[src/rtl/math_game_pkg.sv]
// Shared types, default parameters and helpers for the two-player math game.
package math_game_pkg;

  // Round sequencer states, binary encoded.
  typedef enum logic [2:0] {
    StIdle     = 3'd0,
    StDraw     = 3'd1,
    StWaitLoad = 3'd2,
    StCheck    = 3'd3,
    StOver     = 3'd4
  } state_e;

  localparam int unsigned DefW          = 4;
  localparam int unsigned DefTarget     = 15;
  localparam int unsigned DefMaxRounds  = 9;
  localparam int unsigned DefRoundSecs  = 5;

  // 4-bit increment that sticks at 15; also used by the scoreboard.
  function automatic logic [3:0] sat_inc4(input logic [3:0] v);
    return (v == 4'hF) ? v : v + 4'd1;
  endfunction

endpackage

[src/rtl/math_round_ctrl_if.sv]
// Control/status bundle between the round sequencer and the rest of the game.
interface math_round_ctrl_if #(
  parameter int unsigned W = 4
) ();
  logic         access_ok;
  logic         start;
  logic         load_p;
  logic [W-1:0] sum;
  logic         tick;
  logic         timer_zero;
  logic         rng_en;
  logic         ld_en;
  logic         score_inc;
  logic         score_clr;
  logic         timer_reload;
  logic         timer_run;
  logic [3:0]   round_cnt;
  logic [3:0]   secs_left;
  logic [3:0]   misses;
  logic         game_over;

  // Game-side view: drives buttons/status, receives control strobes.
  modport master (
    output access_ok, start, load_p, sum, tick, timer_zero,
    input  rng_en, ld_en, score_inc, score_clr, timer_reload, timer_run,
    input  round_cnt, secs_left, misses, game_over
  );

  // Sequencer view.
  modport slave (
    input  access_ok, start, load_p, sum, tick, timer_zero,
    output rng_en, ld_en, score_inc, score_clr, timer_reload, timer_run,
    output round_cnt, secs_left, misses, game_over
  );
endinterface

[src/rtl/round_timeout.sv]
// Per-round seconds down-counter: loads ROUND_SECS, counts ticks, flags expiry.
module round_timeout #(
  parameter int unsigned ROUND_SECS = 5
) (
  input  logic       clk_i,
  input  logic       rst_i,
  input  logic       clr_i,
  input  logic       load_i,
  input  logic       en_i,
  input  logic       tick_i,
  output logic [3:0] secs_o,
  output logic       expire_o
);

  localparam logic [3:0] RoundSecs = 4'(ROUND_SECS);

  logic [3:0] secs_q, secs_d;

  // Clear wins over load, load wins over a counted tick; never wraps below 0.
  always_comb begin
    secs_d = secs_q;
    if (clr_i) begin
      secs_d = 4'd0;
    end else if (load_i) begin
      secs_d = RoundSecs;
    end else if (en_i && tick_i && (secs_q != 4'd0)) begin
      secs_d = secs_q - 4'd1;
    end
  end

  // Counter register with synchronous reset.
  always_ff @(posedge clk_i) begin
    if (rst_i) begin
      secs_q <= 4'd0;
    end else begin
      secs_q <= secs_d;
    end
  end

  assign secs_o   = secs_q;
  assign expire_o = en_i && tick_i && (secs_q == 4'd1);

endmodule

[src/rtl/math_round_ctrl.sv]
// Round sequencer: draws operands, times each guess, scores, ends the game.
module math_round_ctrl
  import math_game_pkg::*;
#(
  parameter int unsigned W          = DefW,
  parameter int unsigned TARGET     = DefTarget,
  parameter int unsigned MAX_ROUNDS = DefMaxRounds,
  parameter int unsigned ROUND_SECS = DefRoundSecs
) (
  input  logic              clk,
  input  logic              rst,
  math_round_ctrl_if.slave  bus
);

  localparam logic [W-1:0] Target    = W'(TARGET);
  localparam logic [3:0]   MaxRounds = 4'(MAX_ROUNDS);

  state_e     state_q, state_d;
  logic [3:0] round_q, round_d;
  logic [3:0] misses_q, misses_d;

  logic       to_clr, to_load, to_en, expire;
  logic [3:0] secs_left;
  logic       abort, last_round;

  logic rng_en, ld_en, score_inc, score_clr, timer_reload;

  assign abort      = (state_q != StIdle) && !bus.access_ok;
  assign last_round = (round_q == MaxRounds);

  // Ticks only count when nothing of higher priority happens in WAIT_LOAD.
  assign to_en = !rst && (state_q == StWaitLoad) && bus.access_ok &&
                 !bus.timer_zero && !bus.load_p;

  round_timeout #(
    .ROUND_SECS (ROUND_SECS)
  ) u_round_timeout (
    .clk_i    (clk),
    .rst_i    (rst),
    .clr_i    (to_clr),
    .load_i   (to_load),
    .en_i     (to_en),
    .tick_i   (bus.tick),
    .secs_o   (secs_left),
    .expire_o (expire)
  );

  // Next-state, counter updates and strobe decode; abort beats everything but reset.
  always_comb begin
    state_d      = state_q;
    round_d      = round_q;
    misses_d     = misses_q;
    to_clr       = 1'b0;
    to_load      = 1'b0;
    rng_en       = 1'b0;
    ld_en        = 1'b0;
    score_inc    = 1'b0;
    score_clr    = 1'b0;
    timer_reload = 1'b0;
    if (rst) begin
      state_d = StIdle;
    end else if (abort) begin
      state_d = StIdle;
      round_d = 4'd0;
      to_clr  = 1'b1;
    end else begin
      case (state_q)
        StIdle: begin
          if (bus.access_ok && bus.start) begin
            score_clr    = 1'b1;
            timer_reload = 1'b1;
            misses_d     = 4'd0;
            state_d      = StDraw;
          end
        end
        StDraw: begin
          rng_en  = 1'b1;
          to_load = 1'b1;
          if (round_q < MaxRounds) begin
            round_d = round_q + 4'd1;
          end
          state_d = StWaitLoad;
        end
        StWaitLoad: begin
          if (bus.timer_zero) begin
            state_d = StOver;
          end else if (bus.load_p) begin
            ld_en   = 1'b1;
            state_d = StCheck;
          end else if (expire) begin
            misses_d = sat_inc4(misses_q);
            state_d  = last_round ? StOver : StDraw;
          end
        end
        StCheck: begin
          if (bus.sum == Target) begin
            score_inc = 1'b1;
          end else begin
            misses_d = sat_inc4(misses_q);
          end
          state_d = last_round ? StOver : StDraw;
        end
        StOver: begin
          if (bus.start) begin
            state_d = StIdle;
            round_d = 4'd0;
            to_clr  = 1'b1;
          end
        end
        default: begin
          state_d = StIdle;
          round_d = 4'd0;
          to_clr  = 1'b1;
        end
      endcase
    end
  end

  // State and counter registers with synchronous reset.
  always_ff @(posedge clk) begin
    if (rst) begin
      state_q  <= StIdle;
      round_q  <= 4'd0;
      misses_q <= 4'd0;
    end else begin
      state_q  <= state_d;
      round_q  <= round_d;
      misses_q <= misses_d;
    end
  end

  assign bus.rng_en       = rng_en;
  assign bus.ld_en        = ld_en;
  assign bus.score_inc    = score_inc;
  assign bus.score_clr    = score_clr;
  assign bus.timer_reload = timer_reload;
  assign bus.timer_run    = !rst && ((state_q == StWaitLoad) || (state_q == StCheck));
  assign bus.game_over    = !rst && (state_q == StOver);
  assign bus.round_cnt    = round_q;
  assign bus.secs_left    = secs_left;
  assign bus.misses       = misses_q;

endmodule

[src/flat_wrapper.sv]
// flat-port wrapper written by rule: the top's interface ports become plain ports
module math_round_ctrl_flat import math_game_pkg::*;
#(
  parameter int unsigned W          = DefW,
  parameter int unsigned TARGET     = DefTarget,
  parameter int unsigned MAX_ROUNDS = DefMaxRounds,
  parameter int unsigned ROUND_SECS = DefRoundSecs
)
  (clk, rst, bus_access_ok, bus_start, bus_load_p, bus_sum, bus_tick, bus_timer_zero, bus_rng_en, bus_ld_en, bus_score_inc, bus_score_clr, bus_timer_reload, bus_timer_run, bus_round_cnt, bus_secs_left, bus_misses, bus_game_over);
  math_round_ctrl_if #(.W(W)) bus_i ();
  input  logic clk;
  input  logic rst;
  input wire logic [$bits(bus_i.access_ok)-1:0] bus_access_ok;
  input wire logic [$bits(bus_i.start)-1:0] bus_start;
  input wire logic [$bits(bus_i.load_p)-1:0] bus_load_p;
  input wire logic [$bits(bus_i.sum)-1:0] bus_sum;
  input wire logic [$bits(bus_i.tick)-1:0] bus_tick;
  input wire logic [$bits(bus_i.timer_zero)-1:0] bus_timer_zero;
  output wire logic [$bits(bus_i.rng_en)-1:0] bus_rng_en;
  output wire logic [$bits(bus_i.ld_en)-1:0] bus_ld_en;
  output wire logic [$bits(bus_i.score_inc)-1:0] bus_score_inc;
  output wire logic [$bits(bus_i.score_clr)-1:0] bus_score_clr;
  output wire logic [$bits(bus_i.timer_reload)-1:0] bus_timer_reload;
  output wire logic [$bits(bus_i.timer_run)-1:0] bus_timer_run;
  output wire logic [$bits(bus_i.round_cnt)-1:0] bus_round_cnt;
  output wire logic [$bits(bus_i.secs_left)-1:0] bus_secs_left;
  output wire logic [$bits(bus_i.misses)-1:0] bus_misses;
  output wire logic [$bits(bus_i.game_over)-1:0] bus_game_over;
  assign bus_i.access_ok = bus_access_ok;
  assign bus_i.start = bus_start;
  assign bus_i.load_p = bus_load_p;
  assign bus_i.sum = bus_sum;
  assign bus_i.tick = bus_tick;
  assign bus_i.timer_zero = bus_timer_zero;
  assign bus_rng_en = bus_i.rng_en;
  assign bus_ld_en = bus_i.ld_en;
  assign bus_score_inc = bus_i.score_inc;
  assign bus_score_clr = bus_i.score_clr;
  assign bus_timer_reload = bus_i.timer_reload;
  assign bus_timer_run = bus_i.timer_run;
  assign bus_round_cnt = bus_i.round_cnt;
  assign bus_secs_left = bus_i.secs_left;
  assign bus_misses = bus_i.misses;
  assign bus_game_over = bus_i.game_over;
  math_round_ctrl #(.W(W), .TARGET(TARGET), .MAX_ROUNDS(MAX_ROUNDS), .ROUND_SECS(ROUND_SECS)) u_core (.clk(clk), .rst(rst), .bus(bus_i));
endmodule
[config.mk]
export PLATFORM = sky130hd
export DESIGN_NAME = math_round_ctrl_flat
export DESIGN_NICKNAME = d
export VERILOG_FILES = /design/src/rtl/math_game_pkg.sv /design/src/rtl/math_round_ctrl_if.sv /design/src/rtl/round_timeout.sv /design/src/rtl/math_round_ctrl.sv /design/src/flat_wrapper.sv
export SDC_FILE = /design/constraint.sdc
export NUM_CORES = 1
export LEC_CHECK = 0
export CAP_MARGIN = 15
export CORE_MARGIN = 2
export CORE_UTILIZATION = 50
export DETAILED_ROUTE_END_ITERATION = 6
export PLACE_DENSITY = 0.83
export SYNTH_ARGS = -nofsm -noshare
export SYNTH_HDL_FRONTEND = slang
export SYNTH_SLANG_ARGS = --single-unit
[constraint.sdc]
create_clock -name clk -period 3.7 [get_ports clk]
set_input_delay 0.74 -clock clk [delete_from_list [all_inputs] [get_ports clk]]
set_output_delay 0.74 -clock clk [all_outputs]
set_load 0.01 [all_outputs]
After elaboration in Yosys (flattened, before gate mapping)

Index checks and enable logic that the tools add are counted.

Bits in registers: 15
Input port bits: 11
Output and inout bits: 19
Word-level logic and storage cells: 95

Add/sub/neg operators: 3
Magnitude comparators: 1
Eq/ne operators: 16
Mux-type cells: 39
Bitwise operators: 2
Reduce and logical (&&, ||, !) cells: 29

Operator list:

| cell                | number |
|---|---|
| $mux 4              | 8 |
| $mux 3              | 8 |
| $pmux 4 s3          | 2 |
| $mux 1              | 19 |
| $pmux 3 s5          | 1 |
| $eq 4x4->1 const B  | 3 |
| $logic_and 1x1->1   | 11 |
| $add 4x1->4 const B | 2 |
| $ne 2x2->1 const B  | 4 |
| $reduce_and 7->1    | 1 |
| $eq 3x2->1 const B  | 2 |
| $ne 2x1->1 const B  | 3 |
| $reduce_and 3->1    | 2 |
| $reduce_bool 3->1   | 2 |
| $reduce_or 3->1     | 2 |
| $eq 4x1->1 const B  | 1 |
| $logic_not 1->1     | 4 |
| $lt 4x4->1 const B  | 1 |
| $ne 4x3->1 const B  | 1 |
| $reduce_bool 4->1   | 1 |
| $reduce_or 2->1     | 2 |
| $reduce_or 4->1     | 1 |
| $sub 4x1->4 const B | 1 |
| $eq 3x1->1 const B  | 1 |
| 6 further kinds     | 7 |

Longest topological paths before layout

Gate-level depths: netlist of run 1.

Depth after elaboration: 11
Depth in mapped cells: 7
Gate-level depth less buffers: 7

By module

Synthesis of run 1 repeated with hierarchy kept, for this count alone.

Cell total of the unflattened synthesis: 141
Area, all modules: 1,102.3 um^2

By module, submodules not included:

| module          | instances | cells an instance | area each (um^2) | sequential area each (um^2) |
|---|---|---|---|---|
| math_round_ctrl | 1         | 110               | 840.8            | 220.2 |
| round_timeout   | 1         | 31                | 261.5            | 80.1 |

Least setup slack after synthesis of run 1

OpenSTA, ideal clock, no wires.

Path kind: input to output
Start point: input port bus_timer_zero
End point: output port bus_ld_en
Arrival: 1.640 ns
Data required time: 2.960 ns
Setup slack: 1.320 ns
Stages: 2
Path buffers: 0
Cells stage by stage: or4b_2 -> nor3_1

Longest elaborated chain between the ends: 4

Ends and longest elaborated chain:

| item        | line                  | text |
|---|---|---|
| from (decl) | flat_wrapper.sv:18    | `input wire logic [$bits(bus_i.timer_zero)-1:0] bus_timer_zero;` |
| $mux 1      | math_round_ctrl.sv:85 | `if (bus.timer_zero) begin` |
| $mux 1      | math_round_ctrl.sv:67 | `case (state_q)` |
| $mux 1      | math_round_ctrl.sv:62 | `end else if (abort) begin` |
| $mux 1      | math_round_ctrl.sv:60 | `if (rst) begin` |
| to (decl)   | flat_wrapper.sv:20    | `output wire logic [$bits(bus_i.ld_en)-1:0] bus_ld_en;` |

No other way between the ends.

Final worst setup path of run 1

Same ends and word-level chain as after synthesis.

==> metrics.txt, run 1 <==
status finished clean; Worst Path Buf+Inv 2; Setup Crit Path Kind in2out; synthesized-area fraction occupied by and/or/nand/nor cells 34.94%; Hold Path Class reg2reg; crit share post-route 91.23%; fraction of layout cells with a size suffix above 1 8.861%; Syn-to-layout area delta 30.60%; leading cell type in the layout, fill and taps excluded clkdlybuf4s50_1; die span in x 49.58 um; routed via count 1040; number of port buffers 29; Crit. End Element output port; startpoint type of the worst setup path input port; fin. max-slew vios 0; Post-synth top flop dfxtp_1; CTS buffer count 3; most used cell, CP clkdlybuf4s50_1; min-delay src u_core.bus.misses[1]$_SDFFE_PP0P_; Avg WL per Cell ~14 um; Placer Congestion approximately 0.81; cell family with most CP delay buffers and inverters; die area roughly 2500 um^2; Core Box Area roughly 2000 um^2; syn avg cell area 7.927 um^2; # setup viols final 0; Switching Power between 0.00015 and 0.0002 W; VDD IR max approximately 0.00026 V; Clk Tree Root Cell clkbuf_4; Vert. Die Dim 49.58 um; first-pass GRT wire length 4560 um; EDFF count, synth 0; Pint about 0.00030 W; Crit path depth 4; r2r endpoint u_core.bus.misses[3]$_SDFFE_PP0P_; slowest CP cell or4b_2; vias in the first global route between 900 and 1000; DR vias/cell ~5.6; clock-pin slew on the worst setup and hold paths around 100 ps; Cells after Synth about 130; site row count 16; post-CTS sizing 0; # IOs 30; Flop pwr share between 40% and 50%; Critical R2R Launch u_core.state_q[2]$_SDFFE_PP0P_; Max Root-Sink Buffers 2; post-synthesis compound-gate area fraction between 10% and 20%; CTS tree built; ys async rst share 0%; Initial Utilization 52.93%; PwrDens approximately 360 nW/um^2; max-cap viol count 0; hpwl dp a little under 2000 um; RSZ-0062 raised after global routing no; Max-slew headroom between 30% and 40%; Remaining DRCs 0; Synth Area in XOR/XNOR between 3 and 4%; Post-Syn Area about 1000 um^2; final hold vios 0; Util after Layout between 60 and 70%; GRT Total Usage between 20% and 30%; fmax about 300 MHz; # Post-CTS Setup Buffers 0; Critical Path AT 2640 ps; sequential-to-total area share from yosys stat 28.92%; n_diodes 0; Final Skew about 11 ps; TNS Setup 0 ps; drt pass-1 iters 4; Worst Setup SP bus_timer_zero; count of cell types in the netlist 40; DRT antenna net count 0; clock power share about a fifth; sw frac 38.55%; synth warn 0; grt ovf 0; Worst Reg-to-Reg Cells 5; Least-Margin Pin Slew around 1000 ps; Adder-Cell Fraction of Synth Area 8.434%; most frequent cells in the layout 29 x clkdlybuf4s50_1, 15 x dfxtp_1, 14 x a21oi_1; largest family of logic cells by synthesized area simple AND/OR/NAND/NOR gates; Clock Sinks 15; H-tree depth 1; Hold Path Depth 2; r2r setup slk roughly 1400 ps; Layout Nets around 180; minimum clock period between 3000 and 4000 ps; crit path to bus_ld_en; CP peak stage delay around 660 ps; clk_lat worst skew slightly below 300 ps; combinational share of power 37.3%; critical path data required time a little under 3000 ps; CP cell instances clkdlybuf4s50_1 -> or4b_2 -> nor3_1 -> clkdlybuf4s50_1; largest net degree at the start of global routing 16; crit-path max FO 4; Post-CTS Hold Fix Bufs 0; DR iter-0 viols 19; initial antenna violation count 0; Pleak between 0.4 and 0.5 nW; final wirelength between 2000 and 3000 um; Synthesized Nets ~150; flops & latches, synth 15; post-synthesis mux area share 0%
==> final cells by class <==
class | instances | area [um^2]
Clock buffer | 3 | 22.52
Fill cell | 172 | 605.6
Clock inverter | 1 | 7.507
Multi-Input combinational cell | 100 | 664.4
Inverter | 10 | 37.54
Sequential cell | 15 | 300.3
Timing Repair Buffer | 29 | 290.3
Tap cell | 27 | 33.78
==> Yosys cell counts, types with 3 or more instances <==
cell type  number  area share [%]
nand2b_1        5             3.0
nor3_1          5             2.4
nand2_1         8             2.9
nor2b_1         4             2.4
inv_1          10             3.6
nor2_1         13             4.7
xnor2_1         3             2.5
or3_1           3             1.8
dfxtp_1        15              29
a21oi_1        14             6.7
o21ai_0         6             2.9
nand3_1         3             1.4
ha_1            7             8.4
==> flip-flops by register name (all words and copies together), names as in the netlist <==
name	count
u_core.bus.misses	4
u_core.bus.round_cnt	4
u_core.u_round_timeout.secs_o	4
u_core.state_q	3
==> cells by family after synthesis <==
| logic type | after synthesis |
|---|---|
| AND/OR/NAND/NOR | 60 |
| XOR/XNOR | 4 |
| buffers and inverters | 16 |
| adder cells (fa/ha/maj) | 7 |
| flip-flops | 15 |
| AO/OA/AOI/OAI | 29 |
==> per-stage QoR <==
| step | std cells | power, W | area [um^2] | worst slack (ps) | hold WS (ps) |
|---|---|---|---|---|---|
| after floorplan | 131 | 0.0003240 | 1039 | 1320 | 500.2 |
| after global placement | 181 | 0.0003796 | 1326 | 403.5 | 481.4 |
| after detailed placement | 181 | 0.0003879 | 1326 | 322.0 | 498.0 |
| after CTS | 185 | 0.0004866 | 1356 | 313.1 | 511.0 |
| after global routing | 185 | 0.0005229 | 1356 | 221.3 | 527.4 |
| final | 185 | 0.0004879 | 1356 | 324.6 | 508.3 |
==> worst min-delay path by stage <==
stage / slack (ps) / endpoint
finish: 510 / u_core.bus.misses[1]$_SDFFE_PP0P_
global route: 530 / u_core.bus.misses[1]$_SDFFE_PP0P_
CTS: 510 / u_core.bus.misses[1]$_SDFFE_PP0P_
detailed placement: 500 / u_core.bus.misses[1]$_SDFFE_PP0P_
global placement: 480 / u_core.bus.misses[1]$_SDFFE_PP0P_
floorplan: 500 / u_core.bus.misses[1]$_SDFFE_PP0P_
==> worst min-delay path: stages, from the launching register on <==
cell	delay (ps)
dfxtp_1	350
nand2_1	70
a21oi_1	50
==> power by group through the flow <==
stage | registers [W] | clock network (W) | logic, W
after floorplan | 0.000194 | 0 | 0.000130
after global placement | 0.000208 | 0 | 0.000172
after global routing | 0.000211 | 0.000108 | 0.000204
after CTS | 0.000206 | 0.0000995 | 0.000181
after detailed placement | 0.000209 | 0 | 0.000179
final | 0.000207 | 0.0000993 | 0.000182
==> per-layer routing <==
| layer | GRT usage (%) | up-vias | part of all wire, % |
|---|---|---|---|
| met5 | 0 | - | 0 |
| li1 | - | 521 | - |
| met1 | 29.59 | 484 | 44 |
| met2 | 40.00 | 33 | 50 |
| met3 | 6.061 | 2 | 5.6 |
| met4 | 7.407 | 0 | 0.87 |
Power figures use the tool's default switching activity.
==> run 2, diff against run 1 <==
CORE_MARGIN = 1.5   (was 2)
==> run 2 against run 1 <==
  * Critical path depth unchanged
  * First-iteration DRC count up 5.3%
  * Register-to-register slack about the same
  * Clock skew shrank 10 ps
  * Total power is 1.8% lower
  * Final cell count unchanged
  * Global-route usage is 0.46 points lower
  * Clock-buffer cell count increased by 1
  * Clock power is 5.0% lower
  * Critical endpoint unchanged
  * Largest cell class unchanged
  * Highest routed layer unchanged
==> metrics.txt, run 2 (synthesis results as in run 1) <==
Pleak 0.4849 nW (+0.21%); Initial Utilization 52.93% (unchanged); DR iter-0 viols 20 (+1); final hold vios 0 (unchanged); CP peak stage delay 670 ps (about the same); cell family with most CP delay buffers and inverters; Critical Path AT 2610 ps (-30 ps); Clk Tree Root Cell clkbuf_4; clk_lat worst skew 280 ps (about the same); fillcell total 187 (+8.7%); status finished clean; crit share post-route 90.43% (-0.79 points); Crit. End Element output port; Final Skew 1.094 ps (-9.973 ps); startpoint type of the worst setup path input port; # setup viols final 0 (unchanged); hpwl dp 1900 um (-4.3%); CTS tree built; largest net degree at the start of global routing 16 (unchanged); Reg area 300.3 um^2 (unchanged); Core Box Area 1962 um^2 (unchanged); Remaining DRCs 0 (unchanged); vias in the first global route 1031 (+3.9%); CTS buffer count 3 (unchanged); Util after Layout 68.94% (-0.19 points); initial antenna violation count 0 (unchanged); Worst Path Buf+Inv 2 (unchanged); die span in x 48.58 um (-2.0%); Avg WL per Cell 13.61 um (-4.9%); DRT antenna net count 0 (unchanged); Vert. Die Dim 48.58 um (-2.0%); fin. max-slew vios 0 (unchanged); clock-pin slew on the worst setup and hold paths 90 ps (about the same); CP cell instances clkdlybuf4s50_1 -> or4b_2 -> nor3_1 -> clkdlybuf4s50_1; crit-path max FO 4 (unchanged); Hold Path Class reg2reg; TNS Setup 0 ps (unchanged); multi-input logic area 664.4 um^2 (unchanged); H-tree depth 1 (unchanged); leading cell type in the layout, fill and taps excluded clkdlybuf4s50_1; fraction of layout cells with a size suffix above 1 8.228% (-0.63 points); slowest CP cell or4b_2; max-cap viol count 0 (unchanged); Placer Congestion 0.7707 (-4.6%); fmax 298.9 MHz (+0.88%); Clock Sinks 15 (unchanged); minimum clock period 3346 ps (-29.38 ps); drt pass-1 iters 4 (unchanged); final non-filler cell total 185 (unchanged); Syn-to-layout area delta 30.24%; site row count 16 (unchanged); most frequent cells in the layout 29 x clkdlybuf4s50_1, 15 x dfxtp_1, 14 x a21oi_1; die area 2360 um^2 (-4.0%); critical path data required time 2960 ps (about the same); n_diodes 0 (unchanged); Max Root-Sink Buffers 2 (unchanged); grt ovf 0 (unchanged); Post-CTS Hold Fix Bufs 0 (unchanged); PwrDens 354.4 nW/um^2 (-1.5%); most used cell, CP clkdlybuf4s50_1; routed via count 1027 (-1.3%); number of port buffers 29 (unchanged); first-pass GRT wire length 4540 um (-0.44%); VDD IR max 0.0002286 V (-12%); Setup Crit Path Kind in2out; placed cells 181 (unchanged); DR vias/cell 5.551 (-1.3%); final wirelength 2518 um (-4.9%); # IOs 30 (unchanged); Layout Nets 177 (unchanged); # Post-CTS Setup Buffers 0 (unchanged); Max-slew headroom 35.27% (+4.7 points); post-CTS sizing 0 (unchanged); Least-Margin Pin Slew 958.8 ps (-69.09 ps); Tot Pwr 0.0004794 W (-1.8%); GRT Total Usage 23.33% (-0.46 points); RSZ-0062 raised after global routing no
==> run 2: metal layers <==
layer	vias up	routed length [um]	global-route usage, %
li1	519	-	-
met2	25	1165	40.51
met1	479	1241	31.47
met4	0	12	4.286
met3	4	99	2.778
met5	-	0	0
==> run 2: worst min-delay path, cell delays in order, from the launching register on <==
cell     delay, ps
dfxtp_1        340
nand2_1         70
a21oi_1         50
==> run 2: metrics by stage <==
stage / setup WS (ps) / instance area [um^2] / hold slack [ps]
finish: 354.0 / 1353 / 504.7
global route: 277.5 / 1353 / 540.8
CTS: 353.6 / 1353 / 510.2
detailed placement: 363.0 / 1326 / 495.8
global placement: 401.2 / 1326 / 481.4
floorplan: 1320 / 1039 / 500.2
==> run 2: path summary, 6_finish.rpt <==
path / start / endpoint / slack, ps / depth (start not counted)
worst max-delay path: bus_timer_zero / bus_ld_en / 350 / 4
worst min-delay path: u_core.bus.misses[1]$_SDFFE_PP0P_ / u_core.bus.misses[1]$_SDFFE_PP0P_ / 500 / 2
worst max register to register: u_core.state_q[2]$_SDFFE_PP0P_ / u_core.bus.misses[3]$_SDFFE_PP0P_ / 1380 / 5
worst min register to register: u_core.bus.misses[1]$_SDFFE_PP0P_ / u_core.bus.misses[1]$_SDFFE_PP0P_ / 500 / 2
==> run 2: cell type report <==
type | instances | share of cell area, %
tap | 27 | 2.498
clock buffer | 4 | 1.943
inverter | 10 | 2.775
timing repair buffer | 29 | 21.46
sequential | 15 | 22.20
multi-input combinational | 100 | 49.12
==> run 2: power breakdown <==
group | switching, W | internal, W
logic | 0.0000949 | 0.0000836
clock network | 0.0000525 | 0.0000418
registers | 0.0000319 | 0.000175
total | 0.000179 | 0.000300
==> run 3, diff against run 2 <==
ABC_CLOCK_PERIOD_IN_PS = 3700   (was not set)
GPL_TIMING_DRIVEN = 0   (was not set)
==> run 3 against run 2 <==
  * Final cell count increased by 2.7%
  * Combinational power is 11% higher
  * Non-clock buffer count up 5
  * Register-to-register slack gained 210 ps
  * Via count is 2.3% higher
  * Die area stayed put
  * Setup slack worse by 1.0 ps
==> metrics.txt, run 3 (synthesis results as in run 1) <==
Hold Path Class reg2reg; # IOs 30 (unchanged); critical path data required time 2960 ps (about the same); hpwl dp 1990 um (+4.7%); clock-pin slew on the worst setup and hold paths 90 ps (about the same); max-cap viol count 0 (unchanged); Setup Crit Path Kind in2out; vias in the first global route 957 (-7.2%); number of port buffers 28 (-3.4%); Crit. End Element output port; most used cell, CP clkdlybuf4s50_1; GRT Total Usage 22.43% (-0.90 points); minimum clock period 3347 ps (+1.036 ps); leading cell type in the layout, fill and taps excluded clkdlybuf4s50_1; final hold vios 0 (unchanged); PwrDens 350.8 nW/um^2 (-1.0%); Hold Path Depth 2 (unchanged); final wirelength 2528 um (+0.40%); startpoint type of the worst setup path input port; Clock Sinks 15 (unchanged); crit-path max FO 4 (unchanged); Initial Utilization 52.93% (unchanged); fin. max-slew vios 0 (unchanged); Critical Path AT 2610 ps (about the same); first-pass GRT wire length 4291 um (-5.5%); DR vias/cell 5.532 (-0.36%); CP peak stage delay 660 ps (about the same); # setup viols final 0 (unchanged); H-tree depth 1 (unchanged); Least-Margin Pin Slew 935.3 ps (-23.47 ps); fmax 298.8 MHz (about the same); status finished clean; slowest CP cell or4b_2; fraction of layout cells with a size suffix above 1 10.43% (+2.2 points); placed cells 186 (+2.8%); die span in x 48.58 um (unchanged); final non-filler cell total 190 (+2.7%); r2r setup slk 1590 ps (+210 ps); DR iter-0 viols 22 (+10%); r2r endpoint u_core.bus.misses[1]$_SDFFE_PP0P_; Avg WL per Cell 13.31 um (-2.2%); clk_lat worst skew 280 ps (about the same); drt pass-1 iters 4 (unchanged); most frequent cells in the layout 28 x clkdlybuf4s50_1, 15 x dfxtp_1, 14 x a21oi_1; Syn-to-layout area delta 32.77%; Clk Tree Root Cell clkbuf_4; die area 2360 um^2 (unchanged); DRT antenna net count 0 (unchanged); Max-slew headroom 36.85% (+1.6 points); Vert. Die Dim 48.58 um (unchanged); # Post-CTS Setup Buffers 0 (unchanged); grt ovf 0 (unchanged); min-delay src u_core.bus.round_cnt[1]$_SDFFE_PP0P_; Worst Reg-to-Reg Cells 6 (+1); Remaining DRCs 0 (unchanged); CTS buffer count 3 (unchanged); CTS tree built; Max Root-Sink Buffers 2 (unchanged); largest net degree at the start of global routing 11 (-5); Critical R2R Launch u_core.state_q[2]$_SDFFE_PP0P_; Hold Crit Endpoint u_core.bus.round_cnt[1]$_SDFFE_PP0P_; site row count 16 (unchanged); Pleak 0.5028 nW (+3.7%); Layout Nets 182 (+2.8%); Post-CTS Hold Fix Bufs 0 (unchanged); Final Skew 8.813 ps (+7.719 ps); Core Box Area 1962 um^2 (unchanged); VDD IR max 0.0002172 V (-5.0%); CP cell instances clkdlybuf4s50_1 -> or4b_2 -> nor3_1 -> clkdlybuf4s50_1; Placer Congestion 0.8958 (+16%); n_diodes 0 (unchanged); routed via count 1051 (+2.3%); post-CTS sizing 0 (unchanged); initial antenna violation count 0 (unchanged); RSZ-0062 raised after global routing no; crit share post-route 90.46% (about the same); TNS Setup 0 ps (unchanged)
run 3: worst max-delay path by stage:
stage                     slack, ps  cells past startpoint           start   endpoint
after floorplan                1320                      2  bus_timer_zero  bus_ld_en
after global placement          380                      4  bus_timer_zero  bus_ld_en
after detailed placement        370                      4  bus_timer_zero  bus_ld_en
after CTS                       360                      4  bus_timer_zero  bus_ld_en
after global routing            310                      4  bus_timer_zero  bus_ld_en
final                           350                      4  bus_timer_zero  bus_ld_en
run 3: power breakdown:
part	internal [W]	switching, W	leakage [nW]	total, W
clock network	0.0000417	0.0000500	0.0150	0.0000917
logic	0.0000894	0.000109	0.366	0.000199
registers	0.000175	0.0000184	0.121	0.000193
run 3: final cells by class:
cell class | count | area, um^2
inverters | 10 | 37.54
well taps | 27 | 33.78
clock buffers | 4 | 26.28
multi-input cells | 100 | 664.4
fillers | 182 | 583.1
repair buffers | 28 | 280.3
plain buffers | 6 | 36.28
flip-flops and latches | 15 | 300.3
run 3: through the flow:
| step | power [W] | area (um^2) | hold slack, ps | worst slack, ps | utilization, % |
|---|---|---|---|---|---|
| 6_report | 0.0004836 | 1379 | 513.7 | 352.9 | 70.28 |
| 2_1_floorplan | 0.0003240 | 1039 | 500.2 | 1320 | - |
| 3_3_place_gp | 0.0003876 | 1353 | 477.3 | 381.2 | 68.94 |
| 5_1_grt | 0.0005189 | 1379 | 550.6 | 310.0 | 70.28 |
| 3_5_place_dp | 0.0003945 | 1353 | 502.5 | 368.0 | 68.94 |
| 4_1_cts | 0.0004861 | 1379 | 518.2 | 356.5 | 70.28 |
run 3: worst max-delay path, delay by kind of cell:
| family | cells | cell delay, ps |
|---|---|---|
| buffers and inverters | 2 | 1060 |
| and+or+nand+nor | 2 | 810 |
run 3: routing by layer:
metal	global-route usage (%)	part of all wire (%)
met3	3.086	4.3
met5	0	0
met1	30.37	46
met4	6.190	0.55
met2	37.50	49
